**src/rtl/rc4_pkg.sv**
```systemverilog
// Shared RC4 definitions: byte width, length-prefix address and the FSM state encoding
// used by both prga_enc and rc4_ks_step.
package rc4_pkg;

    localparam int unsigned BYTE_W = 8;

    // Byte 0 of every PT/CT message holds the payload length.
    localparam logic [BYTE_W-1:0] LEN_ADDR = '0;

    typedef enum logic [3:0] {
        IDLE,
        RD_LEN,
        WR_LEN,
        RD_SI,
        RD_SJ,
        WR_SJ,
        WR_SI,
        RD_PAD,
        WR_CT
    } state_e;

endpackage

```
**src/rtl/rc4_ks_step.sv**
```systemverilog
// One RC4 PRGA step on a single-port S memory: read S[i+1], read S[j], swap, then issue the
// pad read at S[si+sj]. The read of S[i+1] happens in the start cycle itself.
module rc4_ks_step
    import rc4_pkg::*;
(
    input  logic              clk,
    input  logic              rst,
    input  logic              clr,
    input  logic              start,
    output logic              done,
    output logic [BYTE_W-1:0] s_addr,
    input  logic [BYTE_W-1:0] s_rddata,
    output logic [BYTE_W-1:0] s_wrdata,
    output logic              s_wren
);

    state_e            state_q, state_d;
    logic [BYTE_W-1:0] i_q, i_d;
    logic [BYTE_W-1:0] j_q, j_d;
    logic [BYTE_W-1:0] si_q, si_d;
    logic [BYTE_W-1:0] sj_q, sj_d;

    always_comb begin
        state_d  = state_q;
        i_d      = i_q;
        j_d      = j_q;
        si_d     = si_q;
        sj_d     = sj_q;
        done     = 1'b0;
        s_addr   = '0;
        s_wrdata = '0;
        s_wren   = 1'b0;

        if (clr) begin
            i_d = '0;
            j_d = '0;
        end

        unique case (state_q)
            IDLE: begin
                if (start) begin
                    s_addr  = i_q + 8'd1;
                    i_d     = i_q + 8'd1;
                    state_d = RD_SJ;
                end
            end
            RD_SJ: begin
                si_d    = s_rddata;
                j_d     = j_q + s_rddata;
                s_addr  = j_q + s_rddata;
                state_d = WR_SJ;
            end
            WR_SJ: begin
                sj_d     = s_rddata;
                s_addr   = j_q;
                s_wrdata = si_q;
                s_wren   = 1'b1;
                state_d  = WR_SI;
            end
            WR_SI: begin
                s_addr   = i_q;
                s_wrdata = sj_q;
                s_wren   = 1'b1;
                state_d  = RD_PAD;
            end
            RD_PAD: begin
                s_addr  = si_q + sj_q;
                done    = 1'b1;
                state_d = IDLE;
            end
            default: state_d = IDLE;
        endcase
    end

    always_ff @(posedge clk) begin
        if (rst) begin
            state_q <= IDLE;
            i_q     <= '0;
            j_q     <= '0;
            si_q    <= '0;
            sj_q    <= '0;
        end else begin
            state_q <= state_d;
            i_q     <= i_d;
            j_q     <= j_d;
            si_q    <= si_d;
            sj_q    <= sj_d;
        end
    end

endmodule

```
**src/rtl/prga_enc.sv**
```systemverilog
// RC4 encryptor: copies the length byte from PT to CT, then XORs each payload byte with the
// keystream. Define PRGA_ENC_CONT_EN to keep i/j running across messages.
module prga_enc
    import rc4_pkg::*;
#(
    parameter int unsigned DW = 8,
    parameter int unsigned AW = 8
) (
    input  logic          clk,
    input  logic          rst,
    input  logic          en,
    output logic          rdy,
    output logic [AW-1:0] s_addr,
    input  logic [DW-1:0] s_rddata,
    output logic [DW-1:0] s_wrdata,
    output logic          s_wren,
    output logic [AW-1:0] pt_addr,
    input  logic [DW-1:0] pt_rddata,
    output logic [AW-1:0] ct_addr,
    output logic [DW-1:0] ct_wrdata,
    output logic          ct_wren
);

`ifdef PRGA_ENC_CONT_EN
    localparam bit ClrOnAccept = 1'b0;
`else
    localparam bit ClrOnAccept = 1'b1;
`endif

    state_e        state_q, state_d;
    logic [AW-1:0] k_q, k_d;
    logic [DW-1:0] len_q, len_d;
    logic          step_clr;
    logic          step_start;
    logic          step_done;

    rc4_ks_step u_ks_step (
        .clk      (clk),
        .rst      (rst),
        .clr      (step_clr),
        .start    (step_start),
        .done     (step_done),
        .s_addr   (s_addr),
        .s_rddata (s_rddata),
        .s_wrdata (s_wrdata),
        .s_wren   (s_wren)
    );

    // The keystream step is started in WR_LEN/WR_CT so its S[i+1] read overlaps the CT
    // write; RD_SI is where this FSM waits while the step runs.
    always_comb begin
        state_d    = state_q;
        k_d        = k_q;
        len_d      = len_q;
        rdy        = 1'b0;
        pt_addr    = '0;
        ct_addr    = '0;
        ct_wrdata  = '0;
        ct_wren    = 1'b0;
        step_clr   = 1'b0;
        step_start = 1'b0;

        unique case (state_q)
            IDLE: begin
                rdy = 1'b1;
                if (en) begin
                    k_d      = 8'd1;
                    step_clr = ClrOnAccept;
                    state_d  = RD_LEN;
                end
            end
            RD_LEN: begin
                pt_addr = LEN_ADDR;
                state_d = WR_LEN;
            end
            WR_LEN: begin
                len_d     = pt_rddata;
                ct_addr   = LEN_ADDR;
                ct_wrdata = pt_rddata;
                ct_wren   = 1'b1;
                if (pt_rddata == '0) begin
                    state_d = IDLE;
                end else begin
                    step_start = 1'b1;
                    state_d    = RD_SI;
                end
            end
            RD_SI: begin
                if (step_done) begin
                    pt_addr = k_q;
                    state_d = WR_CT;
                end
            end
            WR_CT: begin
                ct_addr   = k_q;
                ct_wrdata = s_rddata ^ pt_rddata;
                ct_wren   = 1'b1;
                if (k_q == len_q) begin
                    state_d = IDLE;
                end else begin
                    k_d        = k_q + 8'd1;
                    step_start = 1'b1;
                    state_d    = RD_SI;
                end
            end
            default: state_d = IDLE;
        endcase
    end

    always_ff @(posedge clk) begin
        if (rst) begin
            state_q <= IDLE;
            k_q     <= '0;
            len_q   <= '0;
        end else begin
            state_q <= state_d;
            k_q     <= k_d;
            len_q   <= len_d;
        end
    end

endmodule

```
**config.mk**
```make
export PLATFORM = sky130hd
export DESIGN_NAME = prga_enc
export DESIGN_NICKNAME = d
export VERILOG_FILES = /design/src/rtl/rc4_pkg.sv /design/src/rtl/rc4_ks_step.sv /design/src/rtl/prga_enc.sv
export SDC_FILE = /design/constraint.sdc
export NUM_CORES = 1
export LEC_CHECK = 0
export ABC_AREA = 1
export CELL_PAD_IN_SITES_DETAIL_PLACEMENT = 0
export CELL_PAD_IN_SITES_GLOBAL_PLACEMENT = 2
export CORE_MARGIN = 5
export CORE_UTILIZATION = 31
export DETAILED_ROUTE_END_ITERATION = 8
export MAX_ROUTING_LAYER = met4
export PLACE_DENSITY = 0.95
export SLEW_MARGIN = 20
export SYNTH_ARGS = -nofsm -noshare
export SYNTH_HDL_FRONTEND = slang
export SYNTH_HIERARCHICAL = 1
export SYNTH_SLANG_ARGS = --single-unit
```
**constraint.sdc**
```tcl
create_clock -name clk -period 2.64 [get_ports clk]
set_input_delay 0.528 -clock clk [delete_from_list [all_inputs] [get_ports clk]]
set_output_delay 0.528 -clock clk [all_outputs]
set_load 0.005 [all_outputs]
```
Word-level counts from Yosys, hierarchy flattened
Cells that the tools add are included.

Register bits after elaboration: 56. Bits of input ports: 19. Output and inout bits: 43. Word-level logic and storage cells: 66.

Add/subtract/negate cells: 4. Eq/ne operators: 13. Muxes and demuxes: 31. Bitwise logic cells: 1. Reductions and logical operators: 9.

Operators by type and width (count): 8-bit 2-to-1 mux (11); 8-bit one-hot mux with 2 select lines (3); 8-bit one-hot mux with 5 select lines (1); 4-bit one-hot mux with 5 select lines (1); 8-bit by 1-bit adder with 8-bit output, second input constant (2); 8-bit adder (2); 4-bit by 3-bit == test with 1-bit output, second input constant (4); 4-bit one-hot mux with 4 select lines (1); 4-bit 2-to-1 mux (3); 4-bit by 2-bit == test with 1-bit output, second input constant (2); 8-bit == test (1); 4-bit zero test (2); 8-bit zero test (1); 1-bit 2-to-1 mux (8); 2-bit inequality test, second input constant (4); 8-bit XOR (1); 4-bit by 1-bit == test with 1-bit output, second input constant (1); 4-bit == test, second input constant (1); 2-bit 2-to-1 mux (2); 2-bit nonzero test (2); 2-bit OR reduction (2); 3-bit AND reduction (1); 1-bit one-hot mux with 2 select lines (1); 2-bit AND reduction (1).

Depth between registers and ports, before layout
Gate-level depths: netlist of run 1.

Word-level depth: 5. Mapped depth: 14. Gate-level depth less buffers: 14.

Cells and area by module
Netlist of run 1, hierarchy kept.

Modules (own cells, without submodules): rc4_ks_step (times used 1, cells an instance 341, area an instance 2267.2 µm², sequential area each 700.7 µm²); prga_enc (times used 1, cells an instance 213, area an instance 1303.8 µm², sequential area each 380.4 µm²).

Worst setup path before layout of run 1
No wires, ideal clock.

Kind: input to output. Start point: in s_rddata[0]. End point: out s_addr[4]. Arrival time: 1.582 ns. Data required time: 2.112 ns. Path slack: 0.530 ns. Cell stages on the path: 7. Buffers on the path: 0. Cells stage by stage: ha_1 fa_1 inv_1 nor2_1 o21ai_0 nand3b_1 o211ai_1.

Longest elaborated chain between the ends: 2.

RTL lines: from (decl) (line prga_enc.sv:14) `input logic [DW-1:0] s_rddata,`; 8-bit adder (line rc4_ks_step.sv:50) `s_addr = j_q + s_rddata;`; 8-bit one-hot mux with 5 select lines (line rc4_ks_step.sv:39) `unique case (state_q)`; to (decl) (line prga_enc.sv:13) `output logic [AW-1:0] s_addr,`.

Every way passes these cells.

Worst setup path after layout of run 1
Start point: reg u_ks_step.state_q[0]. End point: out pt_addr[0].

Longest elaborated chain between the ends: 4.

RTL lines: from (decl) (line rc4_ks_step.sv:17) `state_e state_q, state_d;`; from (signal assigned) (line rc4_ks_step.sv:83) `state_q <= state_d;`; 4-bit by 3-bit == test with 1-bit output (line rc4_ks_step.sv:39); 1-bit 2-to-1 mux (line rc4_ks_step.sv:39); named net step_done (line prga_enc.sv:35) `logic step_done;`; 8-bit 2-to-1 mux (line prga_enc.sv:89) `if (step_done) begin`; 8-bit 2-to-1 mux (line prga_enc.sv:63) `unique case (state_q)`; to (decl) (line prga_enc.sv:17) `output logic [AW-1:0] pt_addr,`.

The timed path passes the listed nets, and every way through them passes these cells.

==> results of run 1 <==
[area by class of cell]
class | count | area [sq um] | area share, %
timing repair buffer | 116 | 962.2 | 19.08
tap | 143 | 178.9 | 3.548
clock buffer | 6 | 138.9 | 2.754
multi-input combinational | 422 | 2337 | 46.34
sequential | 54 | 1110 | 22.00
inverter | 65 | 256.5 | 5.086
clock inverter | 2 | 60.06 | 1.191
[kinds of logic (layout without fill, tap and decap cells)]
kind of cell	Yosys count	in the layout
buffers and inverters	78	189
flip-flops	54	54
AND/OR/NAND/NOR	302	302
AO/OA/AOI/OAI	91	91
XOR/XNOR	11	11
adder cells (fa/ha/maj)	18	18
[power breakdown]
part           total (mW)  internal (mW)  switching (mW)
Clock               0.881          0.570           0.311
Combinational        1.64          0.727           0.912
Sequential           1.16          0.987           0.175
[synth_stat cells (all sizes together)]
library cell	count	area share, %
buf	8	1.6
nand4	7	1.2
inv	64	6.7
nand2	141	16
nor2	103	12
dfxtp	54	30
a21o	1	0.21
o211ai	1	0.21
fa	2	1.1
or2	3	0.53
nand3b	4	0.84
ha	16	5.6
and2	1	0.18
a22oi	2	0.42
o31ai	8	1.7
xor2	3	0.74
o21ai	28	3.9
clkbuf	5	0.53
xnor2	8	2.0
a22o	8	2.0
o22ai	1	0.18
nor3	16	2.7
a21oi	42	6.0
nor4	1	0.18
clkinv	1	0.14
nand3	26	3.8
[layer usage]
| metal | share of wire [%] | track usage, % |
|---|---|---|
| met4 | 1.2 | 3.988 |
| met2 | 48 | 26.87 |
| met3 | 3.0 | 2.021 |
| met5 | 0 | - |
| met1 | 48 | 21.92 |
[flip-flops by register name, summed over array words and instances, names as in the netlist]
register	count
k_q	8
len_q	8
state_q	3
u_ks_step/i_q	8
u_ks_step/j_q	8
u_ks_step/si_q	8
u_ks_step/sj_q	8
u_ks_step/state_q	3
[worst paths after layout]
path                        startpoint  slack [ns]  cells past startpoint                   end
setup / recovery  u_ks_step/state_q[0]        0.08                      8            pt_addr[0]
hold / removal    u_ks_step/state_q[0]        0.47                      1  u_ks_step/state_q[0]
setup reg to reg              len_q[2]        0.86                     13      u_ks_step/i_q[1]
hold reg to reg   u_ks_step/state_q[0]        0.47                      1  u_ks_step/state_q[0]
[through the flow]
stage	setup TNS, ns	hold WS (ns)	power, mW	area (sq um)
floorplan	0	0.4536	2.112	3571
global placement	-3.913	0.4674	2.691	4621
detailed placement	-4.072	0.4734	2.717	4621
CTS	-0.005066	0.4853	3.669	4928
global route	-0.01365	0.4879	3.955	5044
finish	0	0.4694	3.683	5044
[repair_timing]
item / CTS / global route
hold endpoints to repair: 0 / 0
resized for setup: 67 / 47
cloned: 0 / 0
pin swaps: 16 / 15
endpoints found under the setup margin: 15 / 34
buffers inserted: 6 / 4
hold buffers: 0 / 0
[worst register-to-register path, stage by stage (launching register included)]
cell,delay (ns)
dfxtp_2,0.34
xnor2_2,0.16
nand2_1,0.08
nor2_2,0.11
nand2_2,0.08
nand2_4,0.07
nand2_2,0.06
nand3_4,0.11
inv_4,0.05
buf_4,0.14
or2_1,0.23
clkinv_2,0.11
nand2_1,0.07
a21oi_1,0.11
==> results by group, run 1 <==
Yosys
  – Post-Synth Simple-Gate Area: about 37%
  – Yosys warning total: 6
  – Synthesized flop and latch total: between 50 and 60
  – Post-synthesis mux area share: 0%
  – Register area share after synthesis: a little under a third
  – XOR/XNOR Fraction of Synth Area: under 10%
  – Synthesized area: 0.003571 sq mm
  – Largest family of logic cells by synthesized area: simple AND/OR/NAND/NOR gates
  – Synth Area per Inst: between 6 and 7 sq um
  – Synthesized net count: slightly below 600
  – Synth cell types: 38
  – Cells after Synth: about 550
  – Synthesized-area fraction occupied by ao, oa, aoi and oai cells: between 10 and 15%
  – Synth Area in Adders: a little under 7%

Clocking
  – Clk slew on worst S/H paths: roughly 0.07 ns
  – CTS sink count: 54
  – Later-pin clock latency in the skew report: around 0.3 ns
  – Clock buffer depth: 2
  – H-tree Lvls: 2
  – CTS tree: built
  – CTS buffer count: 5
  – Clock Root Buffer: clkbuf_16

Drt
  – Average wire per standard cell: about 14 um
  – Via-per-instance ratio: about 4.8
  – Antenna Nets Post-Route: 0
  – Initial DRC Count: between 150 and 200
  – Drt drc: 0
  – Vias post-DR: approximately 3900
  – Detailed Routing Iterations Pass 1: 4
  – Final wirelength: 11440 um

Place
  – HPWL after DPL: roughly 8800 um
  – Port Buffers: 61
  – Placed cells: 790
  – Dpl ws: -0.6225 ns
  – Placer Congestion: 0.8781

Cells and area
  – Layout area overhead: 41.24%
  – Commonest non-fill, non-tap cell in the layout: nand2_1
  – Filler Cells Inserted: around 1200
  – Final #Nets: roughly 700
  – Non-Filler Instances: just over 800
  – Fraction of layout cells with a size suffix above 1: about 23%
  – Ant. Diodes: 0
  – Final core utilization: between 40% and 50%
  – Most frequent cells in the layout: 129 x nand2_1, 94 x nor2_1, 53 x buf_4

STA
  – Fmax: 0.3905 GHz
  – Slew margin rel.: around two thirds
  – Final worst slack: just under 0.08 ns
  – Period minus WS final: around 2.6 ns
  – Final Hold Fails: 0
  – Period utilisation layout: 97.01%
  – Final setup violating endpoints: 0
  – Worst-Margin Slew: roughly 0.48 ns
  – Clock Skew: between 0.008 and 0.009 ns
  – Slew Viols, Final: 0

Run status
  – Outcome: finished, final reports clean

Global routing
  – GR Overflow Total: 0
  – Largest net degree at the start of global routing: 30
  – GRT Overall Usage: between 10% and 20%
  – First-pass GRT wire length: roughly 18000 um
  – Vias in the first global route: between 3000 and 4000
  – Antenna violations before repair: 0

Floorplan
  – Initial Util: between 30% and 40%
  – IO Count: 62
  – Core area: around 0.011 sq mm
  – Die outline width: about 120 um
  – Die Span Y: between 100 and 150 um
  – # rows: 39
  – Die area: 0.01377 sq mm

Worst hold path
  – Worst hold path class: reg -> reg

Critical path
  – Req. time, crit path: about 2.1 ns
  – Worst Setup End Kind: output port
  – Max stage delay on crit path: about 0.56 ns
  – Worst Path Max Fanout: 6
  – CP top delay family: buffers and inverters
  – Worst setup SP type: flip-flop
  – WP data arrival: slightly above 2 ns
  – Crit Path Class: reg -> out
  – Slowest cell on crit path: clkdlybuf4s50_1
  – Worst path bufs/invs: 5
  – Cells along the critical path: nand2_1, inv_1, nand2_2, inv_2, clkinvlp_4, buf_12, nor3_1, clkdlybuf4s50_1

Pwr
  – Leak: roughly 2.2 nW
  – Power Density: between 700 and 800 mW/mm^2
  – Maximum VDD drop: ~0.00043 V

Run
  – Max-Cap Viols: 0
(Power assumes the default switching activity.)
==> run 2, diff against run 1 <==
Settings changed: CORE_UTILIZATION 31 to 26, PLACE_DENSITY 0.95 to 0.84, TNS_END_PERCENT set to 1.
==> results by group, run 2 (same netlist as run 1, synthesis figures left out) <==
Clocking
  – Clock buffer depth: 2 (unchanged)
  – CTS tree: built
  – Clk slew on worst S/H paths: 0.07 ns (about the same)
  – Cts-stage hold buffer count: 0 (unchanged)
  – H-tree Lvls: 2 (unchanged)
  – CTS sink count: 54 (unchanged)
  – Later-pin clock latency in the skew report: 0.30 ns (about the same)
  – Clock Root Buffer: clkbuf_16
  – CTS buffer count: 5 (unchanged)

Critical path
  – Worst Setup End Kind: output port
  – Worst setup SP type: input pin
  – Slowest cell on crit path: fa_2
  – Crit Path Class: in -> out
  – Worst path bufs/invs: 3 (-2)
  – Max stage delay on crit path: 0.37 ns (-0.19 ns)
  – CP top delay family: buffers and inverters
  – Worst Path Max Fanout: 3 (-3)
  – Req. time, crit path: 2.11 ns (about the same)
  – WP data arrival: 2.09 ns (+0.06 ns)
  – Cells along the critical path: dlygate4sd2_1, ha_2, fa_2, buf_4, xor2_1, nand2_1, nand4_1, clkdlybuf4s15_1

Pwr
  – Maximum VDD drop: 0.0002890 V (-33%)
  – Power Density: 707.2 mW/mm^2 (-3.2%)
  – Total Power Consumption: 3.602 mW (-2.2%)
  – Leak: 2.372 nW (+6.2%)

STA
  – Slew margin rel.: 57.74% (-10 points)
  – Worst-Margin Slew: 0.6319 ns (+0.1534 ns)
  – Fin Setup TNS: 0 ns (unchanged)
  – Final worst slack: 0.02193 ns (-0.05713 ns)
  – Fmax: 0.3820 GHz (-2.2%)
  – Final Hold Fails: 0 (unchanged)
  – Clock Skew: 0.01056 ns (+0.002441 ns)
  – Slew Viols, Final: 0 (unchanged)
  – Final setup violating endpoints: 0 (unchanged)
  – Period utilisation layout: 99.17% (+2.2 points)
  – RSZ-0062 raised after global routing: yes
  – Period minus WS final: 2.618 ns (+0.05713 ns)

Global routing
  – GRT Overall Usage: 15.06% (-1.5 points)
  – GRT met3 Usage: 2.629% (+0.61 points)
  – First-pass GRT wire length: 18950 um (+3.7%)
  – Grt peak-use layer: met2
  – Grt met2 use: 23.91% (-3.0 points)
  – Antenna violations before repair: 0 (unchanged)
  – GR Util met1: 19.76% (-2.2 points)
  – Largest net degree at the start of global routing: 20 (-33%)
  – GR Overflow Total: 0 (unchanged)
  – Vias in the first global route: 3705 (+1.4%)

Floorplan
  – # rows: 42 (+7.7%)
  – Die outline width: 127.2 um (+8.4%)
  – Die Span Y: 127.2 um (+8.4%)
  – Initial Util: 26.75% (-4.7 points)
  – Die area: 0.01618 sq mm (+18%)
  – IO Count: 62 (unchanged)
  – Core area: 0.01335 sq mm (+17%)

Cells and area
  – Area of the multi-input gates: 0.002312 sq mm (-1.1%)
  – Non-Filler Instances: 845 (+4.6%)
  – Layout area overhead: 42.61%
  – Filler Cells Inserted: 1458 (+20%)
  – Final #Nets: 705 (+0.57%)
  – Post-route cell area: 0.005092 sq mm (+0.97%)
  – Ant. Diodes: 0 (unchanged)
  – Sequential cell area: 0.001096 sq mm (-1.2%)
  – Fraction of layout cells with a size suffix above 1: 21.67% (-0.88 points)
  – Most frequent cells in the layout: 131 x nand2_1, 94 x nor2_1, 56 x buf_4
  – Commonest non-fill, non-tap cell in the layout: nand2_1

Drt
  – Detailed Routing Iterations Pass 1: 4 (unchanged)
  – Final wirelength: 11860 um (+3.6%)
  – Antenna Nets Post-Route: 0 (unchanged)
  – Initial DRC Count: 273 (+48%)
  – Average wire per standard cell: 14.03 um (-0.93%)
  – Vias post-DR: 3894 (+0.59%)
  – Drt drc: 0 (unchanged)
  – Via-per-instance ratio: 4.608 (-3.8%)

Place
  – Placer Congestion: 0.8004 (-8.8%)
  – Placed cells: 832 (+5.3%)
  – HPWL after DPL: 9422 um (+7.1%)
  – Post-DP Area: 0.004730 sq mm (+2.4%)
  – Port Buffers: 61 (unchanged)
  – Dpl ws: -0.6130 ns (+0.009527 ns)

Run
  – Max-Cap Viols: 0 (unchanged)

Run status
  – Outcome: finished, final reports clean

Worst hold path
  – Worst hold path class: reg -> reg
[run 2: metrics by stage]
step | util (%) | hold slack [ns]
2_1_floorplan | - | 0.4536
3_3_place_gp | 35.43 | 0.4686
3_5_place_dp | 35.43 | 0.4690
4_1_cts | 37.35 | 0.4819
5_1_grt | 38.15 | 0.4965
6_report | 38.15 | 0.4675
[run 2: worst paths after layout]
path                                            from              endpoint  slack (ns)  cells after the start
worst min-delay path            u_ks_step/state_q[0]  u_ks_step/state_q[0]        0.47                      1
worst max-delay path                     s_rddata[0]             s_addr[2]        0.02                      8
worst max register to register                k_q[3]      u_ks_step/i_q[0]        0.62                     14
worst min register to register  u_ks_step/state_q[0]  u_ks_step/state_q[0]        0.47                      1
[run 2: what timing repair did]
item	in CTS	in global routing
gates resized for setup	48	44
setup endpoints to repair	16	34
pin swaps	10	6
buffers inserted	2	3
[run 2: power by group]
| group | switching (mW) | total, mW | leakage [nW] | internal (mW) |
|---|---|---|---|---|
| Clock | 0.336 | 0.792 | 0.0848 | 0.456 |
| Sequential | 0.162 | 1.15 | 0.444 | 0.988 |
| Combinational | 0.935 | 1.66 | 1.84 | 0.726 |
| Total | 1.43 | 3.60 | 2.37 | 2.17 |
[run 2: area by class of cell]
class                   count  area share (%)
multi-input cells         422           45.41
flip-flops and latches     54           21.52
repair buffers            120           20.37
inverters                  65           4.988
well taps                 176           4.324
clock buffers               5           2.457
clock inverters             3          0.9337
[run 2: metal layers]
metal	routed length (um)	up-vias
li1	-	2018
met1	5410	1787
met2	5536	74
met3	618	15
met4	291	0
met5	0	-
